`src/rtl/bist_mul_controller.sv`:
```
// BIST controller for a 4x4 multiplier: LFSR operand generation, MISR compaction, golden compare.
// Optional functional bypass ports enabled by defining BIST_MUL_BYPASS_EN.
module bist_mul_controller #(
  parameter int unsigned PATTERNS   = 255,
  parameter int unsigned LATENCY    = 2,
  parameter logic [7:0]  GOLDEN_SIG = 8'h00
) (
  input  logic       clk,
  input  logic       rst,
  input  logic       start,
  output logic [3:0] mul_a,
  output logic [3:0] mul_b,
  output logic       mul_rst,
  input  logic [7:0] mul_result,
  output logic       busy,
  output logic       done,
  output logic       pass,
  output logic [7:0] signature
`ifdef BIST_MUL_BYPASS_EN
  ,
  input  logic [3:0] func_a,
  input  logic [3:0] func_b,
  output logic [7:0] func_result
`endif
);

  localparam int unsigned CNT_W = 9;
  localparam int unsigned OP_W  = 4;
  localparam int unsigned SIG_W = 8;

  localparam logic [2:0] S_IDLE    = 3'd0;
  localparam logic [2:0] S_CUT_RST = 3'd1;
  localparam logic [2:0] S_RUN     = 3'd2;
  localparam logic [2:0] S_COMPARE = 3'd3;
  localparam logic [2:0] S_DONE    = 3'd4;

  localparam logic [CNT_W-1:0] CUT_LAST = CNT_W'(2);
  localparam logic [CNT_W-1:0] RUN_LAST = CNT_W'(PATTERNS + LATENCY - 1);
  localparam logic [CNT_W:0]   FILL_LEN = (CNT_W + 1)'(LATENCY);
  localparam logic [SIG_W-1:0] SEED     = 8'h01;

  logic [2:0]       r_state, w_state_nxt;
  logic [CNT_W-1:0] r_cnt, w_cnt_nxt;
  logic [SIG_W-1:0] r_lfsr, w_lfsr_nxt;
  logic [SIG_W-1:0] r_sig, w_sig_nxt;
  logic [OP_W-1:0]  r_mul_a, w_a_nxt;
  logic [OP_W-1:0]  r_mul_b, w_b_nxt;
  logic             r_mul_rst, w_mul_rst_nxt;
  logic             r_busy, w_busy_nxt;
  logic             r_done, w_done_nxt;
  logic             r_pass, w_pass_nxt;
  logic             w_sample;

  // Result is compressed only once the first operand has propagated through the multiplier.
  assign w_sample = ((CNT_W + 1)'(r_cnt) + (CNT_W + 1)'(1)) > FILL_LEN;

  always_comb begin
    w_state_nxt   = r_state;
    w_cnt_nxt     = r_cnt;
    w_lfsr_nxt    = r_lfsr;
    w_sig_nxt     = r_sig;
    w_mul_rst_nxt = 1'b0;
    w_pass_nxt    = r_pass;
    case (r_state)
      S_IDLE, S_DONE: begin
        if (start) begin
          w_state_nxt = S_CUT_RST;
          w_cnt_nxt   = '0;
          w_lfsr_nxt  = SEED;
          w_sig_nxt   = '0;
          w_pass_nxt  = 1'b0;
        end
      end
      S_CUT_RST: begin
        // First cycle sets up, then the multiplier reset is held for two cycles.
        if (r_cnt == CUT_LAST) begin
          w_state_nxt = S_RUN;
          w_cnt_nxt   = '0;
        end else begin
          w_cnt_nxt     = r_cnt + CNT_W'(1);
          w_mul_rst_nxt = 1'b1;
        end
      end
      S_RUN: begin
        w_lfsr_nxt = {r_lfsr[6:0], r_lfsr[7] ^ r_lfsr[5] ^ r_lfsr[4] ^ r_lfsr[3]};
        if (w_sample) begin
          w_sig_nxt = {r_sig[6:0], r_sig[7] ^ r_sig[5] ^ r_sig[4] ^ r_sig[3]} ^ mul_result;
        end
        if (r_cnt == RUN_LAST) begin
          w_state_nxt = S_COMPARE;
          w_cnt_nxt   = '0;
        end else begin
          w_cnt_nxt = r_cnt + CNT_W'(1);
        end
      end
      S_COMPARE: begin
        w_pass_nxt  = (r_sig == GOLDEN_SIG);
        w_state_nxt = S_DONE;
      end
      default: w_state_nxt = S_IDLE;
    endcase

    w_a_nxt = w_lfsr_nxt[7:4];
    w_b_nxt = w_lfsr_nxt[3:0];
    if (w_state_nxt == S_IDLE) begin
`ifdef BIST_MUL_BYPASS_EN
      w_a_nxt = func_a;
      w_b_nxt = func_b;
`else
      w_a_nxt = '0;
      w_b_nxt = '0;
`endif
    end else if (w_state_nxt == S_DONE) begin
`ifdef BIST_MUL_BYPASS_EN
      w_a_nxt = func_a;
      w_b_nxt = func_b;
`else
      w_a_nxt = r_mul_a;
      w_b_nxt = r_mul_b;
`endif
    end

    w_busy_nxt = (w_state_nxt == S_CUT_RST) || (w_state_nxt == S_RUN) ||
                 (w_state_nxt == S_COMPARE);
    w_done_nxt = (w_state_nxt == S_DONE);
  end

  always_ff @(posedge clk or negedge rst) begin
    if (!rst) begin
      r_state   <= S_IDLE;
      r_cnt     <= '0;
      r_lfsr    <= SEED;
      r_sig     <= '0;
      r_mul_a   <= '0;
      r_mul_b   <= '0;
      r_mul_rst <= 1'b0;
      r_busy    <= 1'b0;
      r_done    <= 1'b0;
      r_pass    <= 1'b0;
    end else begin
      r_state   <= w_state_nxt;
      r_cnt     <= w_cnt_nxt;
      r_lfsr    <= w_lfsr_nxt;
      r_sig     <= w_sig_nxt;
      r_mul_a   <= w_a_nxt;
      r_mul_b   <= w_b_nxt;
      r_mul_rst <= w_mul_rst_nxt;
      r_busy    <= w_busy_nxt;
      r_done    <= w_done_nxt;
      r_pass    <= w_pass_nxt;
    end
  end

  assign mul_a     = r_mul_a;
  assign mul_b     = r_mul_b;
  assign mul_rst   = r_mul_rst;
  assign busy      = r_busy;
  assign done      = r_done;
  assign pass      = r_pass;
  assign signature = r_sig;

`ifdef BIST_MUL_BYPASS_EN
  assign func_result = mul_result;
`endif

endmodule

```
`config.mk`:
```
export PLATFORM = sky130hd
export DESIGN_NAME = bist_mul_controller
export DESIGN_NICKNAME = d
export VERILOG_FILES = /design/src/rtl/bist_mul_controller.sv
export SDC_FILE = /design/constraint.sdc
export NUM_CORES = 1
export LEC_CHECK = 0
export ABC_AREA = 1
export CAP_MARGIN = 5
export CORE_MARGIN = 5
export CORE_UTILIZATION = 58
export CTS_CLUSTER_SIZE = 14
export DETAILED_ROUTE_END_ITERATION = 8
export PLACE_DENSITY = 0.85
export REMOVE_ABC_BUFFERS = 1
export SLEW_MARGIN = 20
export SYNTH_ARGS = -nofsm -noshare
export SYNTH_HDL_FRONTEND = slang
export SYNTH_SLANG_ARGS = --single-unit
```
`constraint.sdc`:
```
create_clock -name clk -period 5.5 [get_ports clk]
set_clock_uncertainty 0.15 [all_clocks]
set_input_delay 1.1 -clock clk [delete_from_list [all_inputs] [get_ports clk]]
set_output_delay 1.1 -clock clk [all_outputs]
set_load 0.01 [all_outputs]
```
# [After elaboration in Yosys (flattened, before gate mapping)]
# Cells that the tools add are included.
[word_totals] ff_bits=40 latchBits=0 mem_bits_rw=0 mem_bits_ro=0 in_bits=11 output_inout_bits=20 word_cells=66 memories=0
[classes] addsub=2 multipliers=0 div_mod_pow=0 n_lt_le_gt_ge=1 n_eq_ne=13 shift=0 n_mux=21 n_bitwise=7 reduce_logical=12
[ops] operator="$pmux 8 s2" count=2
[ops] operator="$mux 9" count=3
[ops] operator="$pmux 9 s3" count=1
[ops] operator="$mux 8" count=3
[ops] operator="$mux 4" count=4
[ops] operator="$eq 3x2->1 const B" count=4
[ops] operator="$pmux 3 s4" count=1
[ops] operator="$add 9x1->10 const B" count=1
[ops] operator="$gt 10x2->1 const B" count=1
[ops] operator="$add 9x1->9 const B" count=1
[ops] operator="$eq 9x2->1 const B" count=1
[ops] operator="$eq 9x9->1 const B" count=1
[ops] operator="$mux 3" count=3
[ops] operator="$logic_not 8->1" count=1
[ops] operator="$xor 8x8->8" count=1
[ops] operator="$eq 3x1->1 const B" count=2
[ops] operator="$eq 3x3->1 const B" count=2
[ops] operator="$logic_not 3->1" count=2
[ops] operator="$xor 1x1->1" count=6
[ops] operator="$ne 2x2->1 const B" count=2
[ops] operator="$reduce_and 2->1" count=2
[ops] operator="$reduce_bool 2->1" count=2
[ops] operator="$mux 1" count=3
[ops] operator="$reduce_and 3->1" count=1
[ops] operator="5 further kinds" count=6

# [Logic depth before layout (Yosys ltp)]
# Gate-level depths: netlist of run 1.
[depth] ltp_word=6 ltp_mapped=12

# [Worst setup path after synthesis of run 1]
# OpenSTA, ideal clock, no wires.
[synth_path] kind="input port to flip-flop" from="input port start" to="register r_mul_a[2], in the netlist mul_a[2]" setup_ps=121 arrival_ps=1739 slack_ps=3490 stages=5 path_buffers=1 path_cell_list="nand2_1 > nand2_4 > clkbuf_8 > o22ai_1 > a22o_1"
[synth_via] elab_chain_cells=4
[synth_lines] element="from (decl)" line_no="10" rtl="input logic start,"
[synth_lines] element="$mux 8" line_no="66" rtl="if (start) begin"
[synth_lines] element="$pmux 8 s2" line_no="64" rtl="case (r_state)"
[synth_lines] element="via w_lfsr_nxt[6]" line_no="44" rtl="logic [SIG_W-1:0] r_lfsr, w_lfsr_nxt;"
[synth_lines] element="$mux 4" line_no="113" rtl="end else if (w_state_nxt == S_DONE) begin"
[synth_lines] element="$mux 4" line_no="105" rtl="if (w_state_nxt == S_IDLE) begin"
[synth_lines] element="to (signal assigned)" line_no="145" rtl="r_mul_a <= w_a_nxt;"
[synth_lines] element="to (decl)" line_no="46" rtl="logic [OP_W-1:0] r_mul_a, w_a_nxt;"
# The timed path passes the listed nets, and every way through them passes these cells. The select of a mux whose other input is x is not followed.
# A chain may end at the register's enable or synchronous reset.

# [Worst setup path after layout of run 1]
[layout_path] from="register r_sig[3], in the netlist signature[3]" to="output port signature[3]"
[layout_rtl] element="from (decl)" line_no="45" rtl="logic [SIG_W-1:0] r_sig, w_sig_nxt;"
[layout_rtl] element="from (signal assigned)" line_no="144" rtl="r_sig <= w_sig_nxt;"
[layout_rtl] element="to (decl)" line_no="18" rtl="output logic [7:0] signature"
# No word-level cell between the ends.

==> flow_summary.ini, run 1 <==
[layout]
seq_area_mm2 = 0.001002
drive_gt1_frac = 0.08541
diodes = 0
nets = 295
nFillCells = 261
multi_input_area_um2 = 944.7
fin_cells = 327
fin_util = 0.7223
syn_to_final_growth_pct = 18.72

[yosys]
yosysTopAreaCell = dfrtp_1
synth_cells = 246
synth_edf_count = 0
yosysMostFrequentCell = nand2_1
synth_cell_type_count = 35
synthArstFlopShare = 1.000
synthTopCellsByCount = 73 x nand2_1, 39 x dfrtp_1, 28 x inv_1
netlist_top_cells_area = dfrtp_1 47%, nand2_1 13%, inv_1 5.1%
syn_avg_cell_area_um2 = 8.448
ys_seq_area_frac = 0.4822
yosysWarnings = 0
synth_top_area_frac = 0.4696
ys.flop_type = dfrtp_1
ys_ff_latch = 40
syn-cell-area_mm2 = 0.002078

[grt]
grt_first_pass_wirelength_um = 7569
met1_usage = 0.2638
grt_pass1_vias = 1646
gr-usage-met2 = 0.2886
grt_max_degree = 41
grt_use_met3 = 0.05739
overflow = 0
antenna_found_initial = 0
grt.busiest_layer = met2
track_usage = 0.1900

[worst_setup_path]
crit_chain = clkdlybuf4s50_1
path_buf_inv = 1
cp_slowest_cell = clkdlybuf4s50_1
start_kind = flop
path_delay_family = buffers and inverters
cp.arrival_ns = 1.37
crit_type = reg2out
cp_max_fo = 5
required_ns = 4.25
end_kind = primary output
crit_path_max_incr_delay_ns = 0.58

[floorplan]
fp.dieW_um = 69.86
die_area_mm2 = 0.004880
io_pins = 31
core.rowCount = 21
core_mm2 = 0.003416
die_h_um = 69.86
initial_core_util = 0.6084

[pwr]
powerDensity_mw_per_mm2 = 399.2
leakage_nw = 1.190
ir_worst_vdd_mv = 0.2532

[cts]
post_cts.repair.setup_buffers = 0
clk_latency_ns = 0.34
post_cts_resized = 0
clockRootBuffer = clkbuf_4
cts_sinks = 40
cts_tree = done
htreeDepth = 2
cts_max_path_buffers = 2
hold_buffers = 0
clk_pin_slew_ns = 0.12
cts_buffers = 5

[detailed_routing]
dr.pass1.iters = 4
post-route-drc-count = 0
ant_nets = 0
vias_per_cell = 5.257
finalWirelength_um = 4186
num_vias = 1719
wire_per_inst_um = 12.80
first_iter_violations = 136

[run_status]
status = completed

[sta]
hold_viol = 0
slew-limit-headroom = 0.4271
min_period_ns = 2.616
tns_ns = 0
post-route-period-util = 0.4757
final_max_slew_viol_count = 0
grt_setup_unrepaired = no
fmax_ghz = 0.3822
worst_pin_slew_ns = 0.8594
finalSetupViolCount = 0

[placement]
place_congestion = 0.8133
dpl.hpwl_um = 3060
dp.cells = 319
port-buffer-count = 30

[hold_path]
min_path_type = reg2reg

[job]
cap_violations = 0
cell type report:
type	count	share of cell area
Clock buffer	8	0.02383
Inverter	29	0.04412
Tap cell	46	0.02333
Sequential cell	40	0.4062
Timing Repair Buffer	30	0.1197
Multi-Input combinational cell	174	0.3829
per-stage QoR:
stage | total power, mW | instance area [µm²] | hold slack [ns] | setup slack (ns)
floorplan | 0.6820 | 2056 | 0.3594 | 3.468
global placement | 0.8237 | 2409 | 0.3416 | 2.773
detailed placement | 0.8356 | 2409 | 0.3410 | 2.720
CTS | 0.9884 | 2467 | 0.3739 | 2.867
global route | 1.071 | 2467 | 0.3906 | 2.812
finish | 0.9850 | 2467 | 0.3667 | 2.884
where the power goes:
| group | leakage, nW | internal [mW] | switching [mW] | total, mW |
|---|---|---|---|---|
| registers | 0.538 | 0.360 | 0.0581 | 0.418 |
| clock network | 0.0326 | 0.0632 | 0.0912 | 0.154 |
| logic | 0.619 | 0.161 | 0.252 | 0.413 |
| total | 1.19 | 0.584 | 0.401 | 0.985 |
worst paths after layout:
kind	slack, ns	to	depth (start not counted)	startpoint
worst min-delay path	0.37	mul_b[0]$_DFFE_PN0P_	2	mul_b[0]$_DFFE_PN0P_
worst min register to register	0.37	mul_b[0]$_DFFE_PN0P_	2	mul_b[0]$_DFFE_PN0P_
worst max-delay path	2.88	signature[3]	1	signature[3]$_DFFE_PN0P_
worst max register to register	3.37	signature[1]$_DFFE_PN0P_	11	r_cnt[0]$_DFFE_PN0P_
max in group asynchronous	3.95	signature[1]$_DFFE_PN0P_	1	rst
min in group asynchronous	0.71	mul_b[0]$_DFFE_PN0P_	1	rst
per-layer routing:
metal / wire, µm / part of all wire
met4: 62 / 0.015
met5: 0 / 0
met3: 227 / 0.054
met2: 1911 / 0.46
met1: 1985 / 0.47
sequential cells by signal, summed over array words and instances, names as in the netlist:
register,cells
mul_a,4
mul_rst,1
mul_b,4
r_lfsr,8
r_state,3
done,1
signature,8
busy,1
pass,1
r_cnt,9
worst min-delay path: stages, from the launching register on:
cell	delay, ns
dfrtp_1	0.38
nand2_1	0.06
nand2_1	0.05
cell usage in the layout (no fill, tap or decap), types with 2 or more instances in the layout:
master            n
a22o_1            7
nor2_2            4
inv_1            28
xnor2_1           8
nand3_4           2
nand2_2           4
ha_1              4
o21ai_0           6
nand2_4           2
nor2_1           17
nand3_1          20
o22ai_1           6
or2_2             2
clkdlybuf4s50_1  29
a21oi_1           3
nand2_1          73
o21bai_1          3
clkbuf_1          2
clkbuf_4          5
dfrtp_1          39
cells by family after synthesis:
group	Yosys count	share of synthesized area
fa+ha+maj	4	0.02408
buf+inv	32	0.06321
xor+xnor	9	0.03793
compound gates	30	0.09874
flops	40	0.4822
simple gates	131	0.2938
Note: power is estimated with default switching activity, not from simulation.
==> inputs of run 2 (changes only) <==
--- a/config.mk
+++ b/config.mk
@@ -8,10 +8,10 @@
 export ABC_AREA = 1
 export CAP_MARGIN = 5
 export CORE_MARGIN = 5
-export CORE_UTILIZATION = 58
+export CORE_UTILIZATION = 48
 export CTS_CLUSTER_SIZE = 14
 export DETAILED_ROUTE_END_ITERATION = 8
-export PLACE_DENSITY = 0.85
+export PLACE_DENSITY = 0.75
 export REMOVE_ABC_BUFFERS = 1
 export SLEW_MARGIN = 20
 export SYNTH_ARGS = -nofsm -noshare
==> constraint.sdc (replaced) <==
create_clock -name clk -period 2.4 [get_ports clk]
set_clock_uncertainty 0.15 [all_clocks]
set_input_delay 0.48 -clock clk [delete_from_list [all_inputs] [get_ports clk]]
set_output_delay 0.48 -clock clk [all_outputs]
set_load 0.01 [all_outputs]
==> run 2 against run 1 <==
Critical path depth up 10. Sequential cell count stayed put. Combinational power grew 140%. Non-clock buffer count is 2 higher. Critical path type is now reg2reg. Largest power group is now combinational logic.
==> flow_summary.ini, run 2 (synthesis results as in run 1) <==
[layout]
final_common_cell = nand2_1
largest_register_ff_count = 9
nFillCells = 388
multi_input_area_um2 = 944.7
seq_area_mm2 = 0.001002
syn_to_final_growth_pct = 22.58
final_cell_mix = 73 x nand2_1, 39 x dfrtp_1, 29 x clkdlybuf4s50_1, 28 x inv_1, 20 x nand3_1
regMostFlops = r_cnt
diodes = 0
nets = 297
drive_gt1_frac = 0.09894

[detailed_routing]
finalWirelength_um = 4353
wire_per_inst_um = 12.99
dr.pass1.iters = 4
ant_nets = 0
first_iter_violations = 95
num_vias = 1726
vias_per_cell = 5.152
post-route-drc-count = 0

[grt]
antenna_found_initial = 0
track_usage = 0.1702
grt_pass1_vias = 1708
grt_first_pass_wirelength_um = 7445
grt_max_degree = 41
overflow = 0

[pwr]
p_int_mw = 1.525
p_comb_frac = 0.393
clkPwrFrac = 0.226
seqPwrFrac = 0.381
p_sw_frac = 0.3925
leakage_nw = 1.225
switchingPower_uw = 985.4
ir_worst_vdd_mv = 0.6182
powerDensity_mw_per_mm2 = 985.5

[worst_setup_path]
crit_type = reg2reg
required_ns = 2.49
end_kind = flop
cp_max_fo = 9
start_kind = flop
cp.arrival_ns = 2.11

[cts]
cts_buffers = 5
clockRootBuffer = clkbuf_8
clk_pin_slew_ns = 0.09
cts_tree = done
clk_latency_ns = 0.30
hold_buffers = 0
post_cts_resized = 0
cts_max_path_buffers = 2
htreeDepth = 2
cts_sinks = 40
post_cts.repair.setup_buffers = 0

[sta]
tns_ns = 0
min_period_ns = 2.020
post-route-period-util = 0.8415
slew-limit-headroom = 0.6620
hold_ws_ns = 0.07986
setup_slack_ns = 0.3804
final_max_slew_viol_count = 0
grt_setup_unrepaired = no
hold_viol = 0
fmax_ghz = 0.4951
worst_pin_slew_ns = 0.5071
finalSetupViolCount = 0

[floorplan]
core_mm2 = 0.004264
io_pins = 31
core.rowCount = 24
die_h_um = 75.80
fp.dieW_um = 75.80
initial_core_util = 0.4874
die_area_mm2 = 0.005746

[run_status]
status = completed

[hold_path]
min_path_type = in2async

[placement]
dpl.hpwl_um = 3163
place_congestion = 0.8918
port-buffer-count = 30
post-place-ws_ns = 0.3499

[job]
cap_violations = 0
[run 2: cell count changes in the layout (fill, tap and decap cells not counted), sizes merged]
| cell | previous run | this run |
|---|---|---|
| clkinv | 1 | 3 |
| buf | 1 | 3 |
| bufinv | 0 | 1 |
| clkbuf | 8 | 5 |
[run 2: final cells by class]
type	count	area share
inverters	29	0.04273
multi-input cells	174	0.3708
flip-flops and latches	40	0.3934
well taps	52	0.02554
repair buffers	32	0.1218
clock buffers	5	0.02701
clock inverters	3	0.01866
[run 2: worst paths after layout]
path / startpoint / end / slack (ns) / cells past startpoint
worst min register to register: mul_b[0]$_DFFE_PN0P_ / mul_b[0]$_DFFE_PN0P_ / 0.35 / 2
worst max-delay path: r_cnt[0]$_DFFE_PN0P_ / signature[2]$_DFFE_PN0P_ / 0.38 / 11
worst max register to register: r_cnt[0]$_DFFE_PN0P_ / signature[2]$_DFFE_PN0P_ / 0.38 / 11
max in group asynchronous: rst / r_lfsr[0]$_DFF_PN1_ / 1.65 / 2
worst min-delay path: rst / r_cnt[1]$_DFFE_PN0P_ / 0.08 / 2
min in group clk: mul_b[0]$_DFFE_PN0P_ / mul_b[0]$_DFFE_PN0P_ / 0.35 / 2
[run 2: critical path, stage by stage (launching register included)]
cell and delay (ns):
dfrtp_1 0.44, inv_1 0.14, ha_1 0.33, nand2_1 0.08, nand3_1 0.07, nor2_1 0.18, nand3_4 0.09, nor2_4 0.11
nand3_4 0.13, nand2_4 0.13, nand2_1 0.06, nand2_1 0.06
[run 2: per-stage QoR]
stage	cells	instance area [µm²]	total power, mW	utilization
5_1_grt	335	2547	2.673	0.5974
3_3_place_gp	327	2431	1.930	0.5701
4_1_cts	335	2547	2.521	0.5974
2_1_floorplan	243	2056	1.563	-
3_5_place_dp	327	2431	1.948	0.5701
6_report	335	2547	2.510	0.5974
[run 2: power groups by stage]
stage / registers [mW] / clock network [mW] / logic, mW
after CTS: 0.955 / 0.579 / 0.987
final: 0.956 / 0.567 / 0.988
after floorplan: 0.980 / 0 / 0.583
after detailed placement: 0.967 / 0 / 0.981
after global routing: 0.977 / 0.604 / 1.09
after global placement: 0.966 / 0 / 0.964
[run 2: routing by layer]
metal  GRT usage  share of wire  vias up
li1            -              -      864
met1      0.2264           0.46      811
met2      0.2728           0.47       41
met3     0.03430          0.047       10
met4     0.06602          0.017        0
met5           0              0        -
==> inputs of run 3 (changes only) <==
==> constraint.sdc (replaced) <==
create_clock -name clk -period 1.65 [get_ports clk]
set_clock_uncertainty 0.15 [all_clocks]
set_input_delay 0.33 -clock clk [delete_from_list [all_inputs] [get_ports clk]]
set_output_delay 0.33 -clock clk [all_outputs]
set_load 0.01 [all_outputs]
==> run 3 against run 2 <==
The run now ends with setup timing left. Register-to-register slack worse by 0.56 ns. Final cell count is 7.8% higher. First-iteration DRC count is 54% higher.
==> flow_summary.ini, run 3 (synthesis results as in run 1) <==
[layout]
regMostFlops = r_cnt
design_area_mm2 = 0.002874
nets = 323
largest_register_ff_count = 9
nFillCells = 338
syn_to_final_growth_pct = 38.29
drive_gt1_frac = 0.2460
diodes = 0
final_common_cell = nand2_1
final_cell_mix = 66 x nand2_1, 36 x dfrtp_1, 23 x inv_1, 23 x buf_4, 19 x dlygate4sd2_1

[sta]
slew-limit-headroom = 0.7392
hold_viol = 0
tns_ns = -1.639
finalSetupViolCount = 14
fmax_ghz = 0.5466
final_max_slew_viol_count = 0
min_period_ns = 1.830
setup_slack_ns = -0.1796
post-route-period-util = 1.109
worst_pin_slew_ns = 0.3903
grt_setup_unrepaired = yes

[job]
cap_violations = 0

[worst_setup_path]
regToRegEndpoint = signature[0]$_DFFE_PN0P_
path_delay_family = simple AND/OR/NAND/NOR gates
cp.arrival_ns = 1.92
timing.rr.start = r_cnt[0]$_DFFE_PN0P_
cp_num_cells = 11
end_kind = flop
start_kind = flop
path_buf_inv = 1
reg2reg_depth = 11
crit_end = signature[0]$_DFFE_PN0P_
cp_slowest_cell = dfrtp_2
cp_max_fo = 8
crit_type = reg2reg
required_ns = 1.74
rrSetupSlack_ns = -0.18
crit_chain = inv_2 > ha_4 > nand2_2 > nand3_2 > nor2_4 > nand3_4 > nor2_4 > nand3_4 > nand2_4 > nand2_1 > nand2_1
crit_start = r_cnt[0]$_DFFE_PN0P_
crit_path_max_incr_delay_ns = 0.45

[detailed_routing]
dr.pass1.iters = 4
num_vias = 1856
post-route-drc-count = 0
vias_per_cell = 5.141
ant_nets = 0
wire_per_inst_um = 14.48
first_iter_violations = 146
finalWirelength_um = 5229

[grt]
antenna_found_initial = 0
grt_max_degree = 18
track_usage = 0.1999
overflow = 0
grt_first_pass_wirelength_um = 8556
grt_pass1_vias = 1806

[cts]
htreeDepth = 2
clk_latency_ns = 0.30
clockRootBuffer = clkbuf_8
cts_buffers = 5
cts_tree = done
clk_pin_slew_ns = 0.08
cts_sinks = 40
cts_max_path_buffers = 2

[floorplan]
core_mm2 = 0.004264
initial_core_util = 0.4874
die_h_um = 75.80
core.rowCount = 24
die_area_mm2 = 0.005746
io_pins = 31
fp.dieW_um = 75.80

[placement]
place_area_mm2 = 0.002589
place_congestion = 0.8673
dpl.hpwl_um = 3453
port-buffer-count = 30

[run_status]
violations = setup timing
status = finished, violations left

[pwr]
ir_worst_vdd_mv = 0.8223
leakage_nw = 1.444
powerDensity_mw_per_mm2 = 1469

[hold_path]
min_path_type = in2async
run 3: changes by cell type in the layout (fill, tap and decap cells not counted), sizes merged, moves of 2 or more:
cell / previous run / this run
dlygate4sd2: 0 / 19
clkdlybuf4s50: 29 / 9
clkinv: 3 / 1
buf: 3 / 27
clkinvlp: 0 / 2
run 3: worst min-delay path by stage:
stage	startpoint	endpoint	cells past startpoint
floorplan	rst	busy$_DFF_PN0_	0
global placement	rst	r_cnt[6]$_DFFE_PN0P_	1
detailed placement	rst	r_cnt[6]$_DFFE_PN0P_	1
CTS	rst	mul_b[1]$_DFFE_PN0P_	2
global route	rst	r_cnt[1]$_DFFE_PN0P_	2
finish	rst	r_cnt[8]$_DFFE_PN0P_	2
run 3: power breakdown:
group          total (mW)  switching, mW  leakage [nW]  internal (mW)
registers            1.38          0.176         0.534           1.21
clock network       0.833          0.378        0.0548          0.456
logic                2.01           1.12         0.855          0.884
run 3: timing repair:
item / CTS / global route
buffers inserted: 7 / 1
hold endpoints to repair: 13 / 0
gates cloned: 1 / 0
hold buffers: 1 / 0
setup endpoints to repair: 33 / 27
pin swaps: 2 / 1
gates resized for setup: 39 / 13
run 3: routing by layer:
layer | up-vias | GRT usage | routed length (µm)
met5 | - | 0 | 0
met4 | 0 | 0.06408 | 87
met3 | 8 | 0.04354 | 220
met2 | 36 | 0.3317 | 2663
met1 | 893 | 0.2591 | 2259
li1 | 919 | - | -
run 3: final cells by class:
cell class	count	area, µm²	area share
multi-input combinational	175	1059	0.3683
clock buffer	5	68.82	0.02394
inverter	29	112.6	0.03918
clock inverter	3	46.29	0.01611
tap	52	65.06	0.02264
sequential	40	1006	0.3500
timing repair buffer	57	516.7	0.1798
run 3: metrics by stage:
step / power, mW / util / hold WS (ns) / setup WS [ns] / instances
after floorplan: 2.273 / - / -0.1156 / -0.1741 / 243
after global placement: 3.072 / 0.6071 / 0.1110 / -0.1634 / 343
after detailed placement: 3.122 / 0.6071 / 0.1155 / -0.2356 / 343
after CTS: 4.131 / 0.6634 / 0.3145 / -0.1691 / 360
after global routing: 4.520 / 0.6740 / 0.3467 / -0.3147 / 361
final: 4.223 / 0.6740 / 0.3145 / -0.1796 / 361
==> patch 1 (config.mk and constraints of run 2) <==
Change the localparam `CNT_W` from 9 to 11.
--- a/src/rtl/bist_mul_controller.sv
+++ b/src/rtl/bist_mul_controller.sv
@@ -24,7 +24,7 @@
 `endif
 );
 
-  localparam int unsigned CNT_W = 9;
+  localparam int unsigned CNT_W = 11;
   localparam int unsigned OP_W  = 4;
   localparam int unsigned SIG_W = 8;
 
Function: same outputs for any inputs over 10 cycles, from zero or initial values and one cycle with rst low; that may be too few to reach the edited logic, so the function may still have changed.
==> patch 1 against run 2 <==
Sequential cell count grew 2. Wire length rose by 16%. Non-clock buffer count up 3. Setup slack worse by 0.11 ns. Area after synthesis grew 7.3%. Total power down 1.4%. Cell area rose by 6.7%. Critical path type unchanged. Largest cell class unchanged. Largest power group is now registers. Highest routed layer unchanged.
==> patch 1: results (changes against run 2) <==
- IR drop worst, VDD: 718 uV (+16%)
- Slowest stage delay, CP: 0.42 ns (-0.02 ns)
- Routed met1 length: 2.34 mm (+16%)
- Gp weighted congestion: 0.904 (+1.4%)
- Fillers: 401 (+3.4%)
- Met3 WL: 163 um (-21%)
- Crit path DAT: 2.23 ns (+0.12 ns)
- Cells after Synth: 270 (+9.8%)
- Synth cell count leaders: nand2_1 (59), dfrtp_1 (41), nand3_1 (28), nor2_1 (28), inv_1 (27)
- Post-Place Cell Area: 0.00261 sq mm (+7.5%)
- Status: complete, no violations
- Post-CTS Hold Buffers: 1 (+1)
- Total wire length: 5.07 mm (+16%)
- Layout Nets: 323 (+8.8%)
- Total track usage: 18.0% (+0.93 points)
- Max FFs per register: 11 (+2)
- Layout cells sized above 1: 12.3% (+2.4 points)
- Global-route wire length before repair: 8.82 mm (+18%)
- Leakage: 1.29 nW (+5.2%)
- Largest net degree at the start of global routing: 23 (-44%)
- Cells after DPL: 352 (+7.6%)
- Met2 WL: 2.48 mm (+21%)
- Iter 0 DRT Violations: 139 (+46%)
- Post-detail-place hpwl: 3.80 mm (+20%)
- Via total after detailed routing: 1924 (+11%)
## patch 1: layer usage
| layer | vias up | global-route usage (%) |
|---|---|---|
| li1 | 958 | - |
| met1 | 923 | 23.9 |
| met2 | 35 | 28.8 |
| met3 | 8 | 3.89 |
| met4 | 0 | 6.82 |
| met5 | - | 0 |
## patch 1: power breakdown
part | internal (mW) | switching [mW] | leakage (nW)
Sequential | 0.924 | 0.182 | 0.504
Clock | 0.216 | 0.277 | 0.0495
Combinational | 0.483 | 0.392 | 0.735
Total | 1.62 | 0.851 | 1.29
## patch 1: kinds of logic after synthesis
kind of cell | Yosys count | synth area share (%)
AOI/OAI and AO/OA | 34 | 9.60
xor gates and xnor gates | 10 | 3.93
adders and majority gates | 4 | 2.24
buffers and inverters | 38 | 7.24
DFF | 42 | 47.2
and+or+nand+nor | 142 | 29.8
## patch 1: layout make-up
class                   count  share of cell area [%]
clock buffers               5                    2.53
clock inverters             3                   0.967
inverters                  34                    5.20
multi-input cells         190                    37.4
flip-flops and latches     42                    38.7
well taps                  52                    2.39
repair buffers             35                    12.8
## patch 1: per-stage QoR
stage | hold slack, ns | worst slack [ns] | utilization [%]
final | 0.346 | 0.272 | 61.1
after global routing | 0.387 | 0.110 | 61.1
after CTS | 0.356 | 0.301 | 61.1
after detailed placement | 0.329 | 0.228 | 58.8
after global placement | 0.323 | 0.300 | 58.8
after floorplan | 0.0344 | 0.620 | -
## patch 1: path summary, 6_finish.rpt
path / to / slack [ns] / cells past startpoint
max: signature[6] / 0.27 / 11
min: mul_b[2] / 0.35 / 2
max reg2reg: signature[6] / 0.27 / 11
min reg2reg: mul_b[2] / 0.35 / 2
max in group asynchronous: r_lfsr[0] / 1.01 / 3
min in group asynchronous: mul_b[1] / 0.53 / 2
## patch 1: tightest hold or removal path, stage by stage, from the launching register on
cell,delay [ns]
dfrtp_1,0.35
nand2_1,0.05
o21ai_0,0.06
==> patch 2 (config.mk and constraints of run 2) <==
Made on the original files. Make the reset (`rst`) synchronous in one clocked block.
--- a/src/rtl/bist_mul_controller.sv
+++ b/src/rtl/bist_mul_controller.sv
@@ -125,7 +125,7 @@
     w_done_nxt = (w_state_nxt == S_DONE);
   end
 
-  always_ff @(posedge clk or negedge rst) begin
+  always_ff @(posedge clk) begin
     if (!rst) begin
       r_state   <= S_IDLE;
       r_cnt     <= '0;
Behaviour: differs if rst is asserted again (counterexample within 4 cycles, from zero or initial values and one cycle with rst low); with rst held inactive, the same outputs for 10 cycles.
==> patch 2 against run 2 <==
First-iteration DRC count up 33%. Setup slack better by 0.022 ns. Worst hold slack better by 0.27 ns. Cell area down 1.5%. Sequential cell count unchanged. Largest cell class is now multi-input gates. Via count up 6.1%. Area after synthesis down 1.4%. Global-route usage down 0.70 points. Wire length down 1.2%. Core utilization up 2.1 points. Final cell count up 11%.
Power is not compared: it rests on default switching activity, and its combinational part moved more than twofold at a synthesized area within 25%.
==> patch 2: results (changes against run 2) <==
- Status: complete, no violations
- Post-CTS Setup Bufs: 0 (unchanged)
- Register area share after synthesis: 39.1% (-9.2 points)
- Max FFs per register: 9 (unchanged)
- Gp weighted congestion: 0.828 (-7.1%)
- Synth cell count leaders: nand2_1 (61), dfxtp_1 (40), inv_1 (38)
- Total track usage: 16.3% (-0.70 points)
- Biggest register: r_cnt
- Sequential share of power: 48.6%
- Post-Place Cell Area: 0.00239 sq mm (-1.6%)
- Reg2reg start: r_cnt[1]
- Leakage: 1.04 nW
- Ant diodes: 0 (unchanged)
- Layout cells sized above 1: 9.97% (+0.075 points)
- Root Driver: clkbuf_8
- Clock slew at reported path FFs: 0.09 ns (about the same)
- Hold_sp: mul_a[0]
- Iter 0 DRT Violations: 126 (+33%)
- Largest net degree at the start of global routing: 22 (-46%)
- Crit Path Category: flop to flop
- Pre-CTS setup slack: 0.309 ns (-0.0406 ns)
- IO Port Bufs: 30 (unchanged)
- Crit path DAT: 2.04 ns (-0.07 ns)
- Post_cts resized: 0 (unchanged)
- Initial antenna violation count: 0 (unchanged)
- IR drop worst, VDD: 392 uV
- Worst skew pair latency: 0.29 ns
- Worst Max-Slew Pin Slew: 0.363 ns (-0.144 ns)
- Clock tree buffer depth: 2 (unchanged)
- Post-synth ARST share: 0% (-100 points)
- Crit Path Max Fanout: 16 (+7)
- Yosys Warn Count: 0 (unchanged)
- Layout Nets: 335 (+13%)
- Post-detail-place hpwl: 3.14 mm (-0.77%)
- Via total after detailed routing: 1831 (+6.1%)
- Synth Flop Type: dfxtp_1
- Worst Hold Class: flop to flop
- Synth area leaders: dfxtp_1 (39%), nand2_1 (11%), inv_1 (7.0%)
- Global-route wire length before repair: 7.40 mm (-0.56%)
- Switching part of the total: 25.3%
- DR pass1 iterations: 4 (unchanged)
- Cells after DPL: 363 (+11%)
- TritonCTS Buffers: 5 (unchanged)
- Post-synthesis area per instance: 7.12 sq um (-16%)
- CTS H-tree lvls: 2 (unchanged)
- P_clk: 0.563 mW
- Netlist cell types: 31 (-11%)
- Vias in the first global route: 1715 (+0.41%)
- Post-route insts no fill: 371 (+11%)
- Seq pwr: 0.704 mW
- Total wire length: 4.30 mm (-1.2%)
## patch 2: cell types whose count changed after synthesis, sizes merged, moves of 11 or more
| cell | before | now |
|---|---|---|
| nand2 | 79 | 65 |
| dfxtp | 0 | 40 |
| inv | 28 | 39 |
| dfrtp | 39 | 0 |
| a21oi | 3 | 22 |
| nor2 | 22 | 39 |
## patch 2: kinds of logic after synthesis
group | Yosys count | synth area share, %
AOI/OAI and AO/OA | 46 | 13.2
and+or+nand+nor | 137 | 30.2
buffers and inverters | 50 | 10.3
DFF | 40 | 39.1
xor gates and xnor gates | 11 | 4.70
adders and majority gates | 4 | 2.44
## patch 2: cell type report
type	instances	area (sq um)
well taps	50	62.6
clock inverters	3	47.5
clock buffers	5	68.8
flip-flops and latches	40	801
multi-input cells	198	1040
fillers	371	1550
inverters	39	146
repair buffers	36	345
## patch 2: final timing paths
check / endpoint / cells after the start / slack (ns)
worst max register to register: signature[6] / 10 / 0.40
worst min register to register: mul_a[0] / 2 / 0.35
worst min-delay path: mul_a[0] / 2 / 0.35
worst max-delay path: signature[6] / 10 / 0.40
## patch 2: worst max-delay path, cell delays in order, from the launching register on
cell and delay, ns:
dfxtp_1 0.44, ha_1 0.25, nand2_1 0.12, o21ai_0 0.27, nand2_1 0.09, nand3_1 0.13, nor2_2 0.06, nand2_4 0.16
nand3_1 0.11, nand2_1 0.08, nor2_1 0.03
## patch 2: routing by layer
layer  track usage (%)  up-vias  routed length (um)
met5                 0        -                   0
met2              25.7       44                1830
met3              3.69        5                 268
met4              3.50        0                  33
li1                  -      982                   -
met1              23.0      800                2170
